File: config.mk
export PLATFORM = sky130hd
export DESIGN_NAME = int_sched
export DESIGN_NICKNAME = d
export VERILOG_FILES = /design/src/rtl/int_sched.sv
export SDC_FILE = /design/constraint.sdc
export NUM_CORES = 1
export LEC_CHECK = 0
export ABC_AREA = 1
export CORE_MARGIN = 2
export CORE_UTILIZATION = 39
export DETAILED_ROUTE_END_ITERATION = 12
export PLACE_DENSITY = 0.79
export SLEW_MARGIN = 20
export SYNTH_ARGS = -nofsm -noshare
export SYNTH_HDL_FRONTEND = slang
export SYNTH_SLANG_ARGS = --single-unit
File: constraint.sdc
create_clock -name clk -period 1.7 [get_ports clk]
set_clock_uncertainty 0.15 [all_clocks]
set_input_delay 0.34 -clock clk [delete_from_list [all_inputs] [get_ports clk]]
set_output_delay 0.34 -clock clk [all_outputs]
set_load 0.05 [all_outputs]
File: src/rtl/int_sched.sv
// rtl/int_sched.sv - single-level interrupt scheduler and pipeline flush controller
module int_sched #(
    parameter int               N_IRQ      = 3,
    parameter logic [31:0]      VEC_BASE   = 32'h0000_0100,
    parameter logic [31:0]      VEC_STRIDE = 32'h0000_0010,
    parameter logic [N_IRQ-1:0] MASK_RST   = '0,
    localparam int              IW         = (N_IRQ > 1) ? $clog2(N_IRQ) : 1
) (
    input  logic             clk,
    input  logic             rst,
    input  logic [N_IRQ-1:0] irq_i,
    input  logic             ie_i,
    input  logic             halt_i,
    input  logic             stall_i,
    input  logic             mask_we_i,
    input  logic [N_IRQ-1:0] mask_din_i,
    input  logic [31:0]      npc_i,
    input  logic             eret_i,
    output logic             interrupt_o,
    output logic             pc_load_o,
    output logic [31:0]      pc_target_o,
    output logic [31:0]      epc_o,
    output logic             in_svc_o,
    output logic [IW-1:0]    cur_irq_o,
    output logic [N_IRQ-1:0] pending_o,
    output logic [N_IRQ-1:0] mask_o
);

    typedef enum logic [1:0] {IDLE, TAKE, SERVE, RET} state_t;

    state_t             state_q;
    logic [N_IRQ-1:0]   pending_q, pending_d;
    logic [N_IRQ-1:0]   irq_prev_q;
    logic [N_IRQ-1:0]   mask_q;
    logic [31:0]        epc_q;
    logic [31:0]        pc_target_q;
    logic [IW-1:0]      cur_q;
    logic               interrupt_q, pc_load_q, in_svc_q;

    logic [N_IRQ-1:0]   eligible;
    logic [IW-1:0]      winner;
    logic               found;
    logic               take;

    always_comb begin
        eligible = pending_q & ~mask_q;
        winner   = '0;
        found    = 1'b0;
        for (int i = 0; i < N_IRQ; i++) begin
            if (eligible[i] && !found) begin
                winner = IW'(i);
                found  = 1'b1;
            end
        end
        take = (state_q == IDLE) && ie_i && !halt_i && !stall_i && (|eligible);
        // Clear the taken bit first so a coincident new edge re-pends it.
        pending_d = pending_q;
        if (take) begin
            pending_d[winner] = 1'b0;
        end
        pending_d = pending_d | (irq_i & ~irq_prev_q);
    end

    always_ff @(posedge clk) begin
        if (!rst) begin
            state_q     <= IDLE;
            pending_q   <= '0;
            irq_prev_q  <= '0;
            mask_q      <= MASK_RST;
            epc_q       <= '0;
            cur_q       <= '0;
            pc_target_q <= '0;
            interrupt_q <= 1'b0;
            pc_load_q   <= 1'b0;
            in_svc_q    <= 1'b0;
        end else begin
            irq_prev_q  <= irq_i;
            pending_q   <= pending_d;
            if (mask_we_i) begin
                mask_q <= mask_din_i;
            end
            interrupt_q <= 1'b0;
            pc_load_q   <= 1'b0;
            case (state_q)
                IDLE: begin
                    if (take) begin
                        state_q     <= TAKE;
                        cur_q       <= winner;
                        epc_q       <= npc_i;
                        pc_target_q <= VEC_BASE + 32'(winner) * VEC_STRIDE;
                        interrupt_q <= 1'b1;
                        pc_load_q   <= 1'b1;
                        in_svc_q    <= 1'b1;
                    end
                end
                TAKE: begin
                    state_q <= SERVE;
                end
                SERVE: begin
                    if (eret_i) begin
                        state_q     <= RET;
                        pc_target_q <= epc_q;
                        pc_load_q   <= 1'b1;
                        in_svc_q    <= 1'b0;
                    end
                end
                RET: begin
                    state_q <= IDLE;
                end
                default: begin
                    state_q  <= IDLE;
                    in_svc_q <= 1'b0;
                end
            endcase
        end
    end

    assign interrupt_o = interrupt_q;
    assign pc_load_o   = pc_load_q;
    assign pc_target_o = pc_target_q;
    assign epc_o       = epc_q;
    assign in_svc_o    = in_svc_q;
    assign cur_irq_o   = cur_q;
    assign pending_o   = pending_q;
    assign mask_o      = mask_q;

endmodule

==> summary.md <==
| Metric | Value |
|---|---|
| Status | `finished clean` |
| Power per Cell Area | `1120 nW/um^2` |
| Die outline height | `91.1 um` |
| Min Tclk post-route | `around 1600 ps` |
| Synth cell types | `22` |
| Synth Warn # | `0` |
| # clock sinks | `80` |
| Slew HR | `78.6%` |
| Crit Path Max Fanout | `19` |
| Max H-tree Level | `3` |
| CP endpoint kind | `register` |
| Crit share post-route | `between 90 and 100%` |
| Min-delay worst type | `reg -> reg` |
| Critical R2R Launch | `state_q[1]$_SDFFE_PN0P_` |
| Worst-path clk slew | `80 ps` |
| Largest net degree at the start of global routing | `24` |
| Vias | `3024` |
| Hold path start | `irq_prev_q[0]$_SDFF_PN0_` |
| # nets final | `556` |
| Detail Route Antenna Nets | `0` |
| Max-cap viol count | `0` |
| Remaining DRCs | `0` |
| Total CTS buffers | `9` |
| Final Max Slew Viols | `0` |
| Final wirelength | `about 9100 um` |
| Flops & latches, synth | `80` |
| Core area | `7290 um^2` |
| Slew @ Worst Pin | `~320 ps` |
| CP delay by family, top | `buffers and inverters` |
| Dpl ws | `-223 ps` |
| Mapped Area | `2960 um^2` |
| Row cnt | `31` |
| Mean Syn Cell Area | `7.92 um^2` |
| Crit path required time | `1780 ps` |
| DIE AREA | `between 8000 and 9000 um^2` |
| Grt total ovfl | `0` |
| Initial antenna violation count | `0` |
| Net Count, Synth | `between 400 and 500` |
| Clock root buffer | `clkbuf_8` |
| Fmax | `608 MHz` |
| Io pins | `120` |
| Post-synthesis sequential area ratio | `54.1%` |
| Pre-antenna DRT Iters | `4` |
| Share of layout cells above drive strength 1 | `a little over a quarter` |
| Post-DP HPWL | `6690 um` |
| DP Area | `5110 um^2` |
| Final non-filler cell area | `5490 um^2` |
| Initial core utilization | `around two fifths` |
| Leakage power | `~2.1 nW` |
| Via-to-Cell Ratio | `4.94` |
| Final setup vio count | `0` |
| Area grow syn2layout | `85.5%` |
| Crit path launch | `state_q[1]$_SDFFE_PN0P_` |
| CP Cell Sequence | `inv_2 -> ha_4 -> nand2_2 -> nor2_4 -> nand2_4 -> buf_4 -> buf_12 -> o21ai_1 -> nor2_1` |
| Worst-Skew Late Latency | `roughly 340 ps` |
| Tot GR Track Use | `21.6%` |
| Startpoint types | `register` |
| RSZ-0062 raised after global routing | `yes` |
| Kind of critical path | `reg -> reg` |
| Maximum root-to-sink buffer count | `2` |
| Wire length per cell | `14.9 um` |
| Arrival @ worst endpoint | `around 1700 ps` |
| RePlAce Congestion | `0.821` |
| Mapped Cells | `374` |
| Number of global-route vias before repair | `approximately 3000` |
| Largest vdd supply drop | `0.694 mV` |
| IO buf count | `between 100 and 150` |
| WP buf/inv | `3` |
| Crit path largest cell delay | `350 ps` |
| DIE WIDTH | `91.1 um` |
| Final hold vios | `0` |
| CTS tree | `yes` |
| Global-route wire length before repair | `14400 um` |
| Initial DRC Count | `115` |
| Slowest CP cell | `dfxtp_2` |
| Ant diodes | `0` |
| Final Worst Setup Slack | `56.5 ps` |
## metrics by stage
step | hold slack, ps | setup TNS [ps] | util, % | instances | power [mW]
3_3_place_gp | 245 | -10140 | 70.1 | 592 | 4.27
4_1_cts | 265 | 0 | 73.7 | 607 | 6.01
2_1_floorplan | 241 | 0 | - | 374 | 3.36
5_1_grt | 273 | -157 | 75.3 | 612 | 6.41
6_report | 260 | 0 | 75.3 | 612 | 6.13
3_5_place_dp | 253 | -11900 | 70.1 | 592 | 4.33
## per-layer routing
metal | share of wire (%) | track usage, %
met2 | 53 | 37.9
met3 | 5.8 | 5.15
met1 | 39 | 25.4
met4 | 1.7 | 8.46
met5 | 0 | 0
## flip-flops by register name, summed over array words and instances, names as in the netlist
register / flops
cur_irq_o: 2
epc_o: 32
in_svc_o: 1
interrupt_o: 1
irq_prev_q: 3
mask_o: 3
pc_load_o: 1
pc_target_o: 32
pending_o: 3
state_q: 2
## synthesized netlist by cell type
cell       n  share of area [%]
dfxtp_1   80                 54
nor2_1    71                9.0
nand2_1   58                7.4
o21ai_0   38                6.4
a21oi_1   37                6.3
nand3_1   36                6.1
inv_1     17                2.2
clkbuf_1  10                1.3
buf_4      6                1.5
buf_2      4               0.68
buf_6      4                1.5
ha_1       2               0.84
nand2_2    2               0.42
a21oi_2    1               0.30
clkinv_1   1               0.13
inv_2      1               0.13
nand3_4    1               0.59
nand4_1    1               0.21
nor2_4     1               0.38
nor3_1     1               0.17
or2_2      1               0.21
or2_4      1               0.30
## logic make-up (layout without fill, tap and decap cells)
kind of cell | after synthesis | count (layout) | synth area share, %
and+or+nand+nor | 173 | 173 | 24.7
DFF | 80 | 80 | 54.1
AOI/OAI and AO/OA | 76 | 76 | 13.0
buffers and inverters | 43 | 182 | 7.39
adders and majority gates | 2 | 2 | 0.845
## worst reg2reg max path, cell delays in order, from the launching register on
cell and delay, ps:
dfxtp_2 350, inv_2 70, ha_4 150, nand2_2 70
nor2_4 130, nand2_4 90, buf_4 170, buf_12 150
o21ai_1 140, nor2_1 60
## final timing paths
kind                                                end  slack (ps)  cells past startpoint
worst min register to register  pending_o[0]$_SDFF_PN0_         260                      1
worst max-delay path             epc_o[17]$_SDFFE_PN0P_          60                      9
worst min-delay path            pending_o[0]$_SDFF_PN0_         260                      1
worst max register to register   epc_o[17]$_SDFFE_PN0P_          60                      9
## layout by cell type (no fill, tap or decap), types with 2 or more instances in the layout
| cell | instances |
|---|---|
| buf_12 | 79 |
| dfxtp_1 | 75 |
| nor2_1 | 71 |
| nand2_1 | 57 |
| clkdlybuf4s50_1 | 44 |
| a21oi_1 | 37 |
| nand3_1 | 36 |
| o21ai_0 | 23 |
| buf_4 | 21 |
| inv_1 | 15 |
| o21ai_1 | 14 |
| clkbuf_8 | 9 |
| dfxtp_2 | 5 |
| bufinv_16 | 3 |
| ha_4 | 2 |
| clkbuf_16 | 2 |
## final cells by class
cell class | count | area [um^2]
clock buffers | 10 | 128
clock inverters | 5 | 106
fillers | 512 | 1800
inverters | 19 | 81.3
multi-input cells | 251 | 1190
flip-flops and latches | 80 | 1610
well taps | 99 | 124
repair buffers | 148 | 2260
## report_power, final
| part | total (mW) | switching [mW] | internal, mW |
|---|---|---|---|
| Sequential | 2.18 | 0.165 | 2.02 |
| Clock | 1.61 | 0.644 | 0.970 |
| Combinational | 2.34 | 1.26 | 1.08 |
| Total | 6.13 | 2.07 | 4.06 |
## repair_timing
| item | 4_1_cts | 5_1_grt |
|---|---|---|
| setup endpoints to repair | 42 | 67 |
| pin swaps | 0 | 7 |
| setup buffers | 0 | 3 |
| endpoints found under the hold margin | 0 | 0 |
| hold buffers | 0 | 0 |
| gates cloned | 0 | 2 |
| resized for setup | 7 | 28 |
No activity file was read; power rests on OpenSTA's default activity.
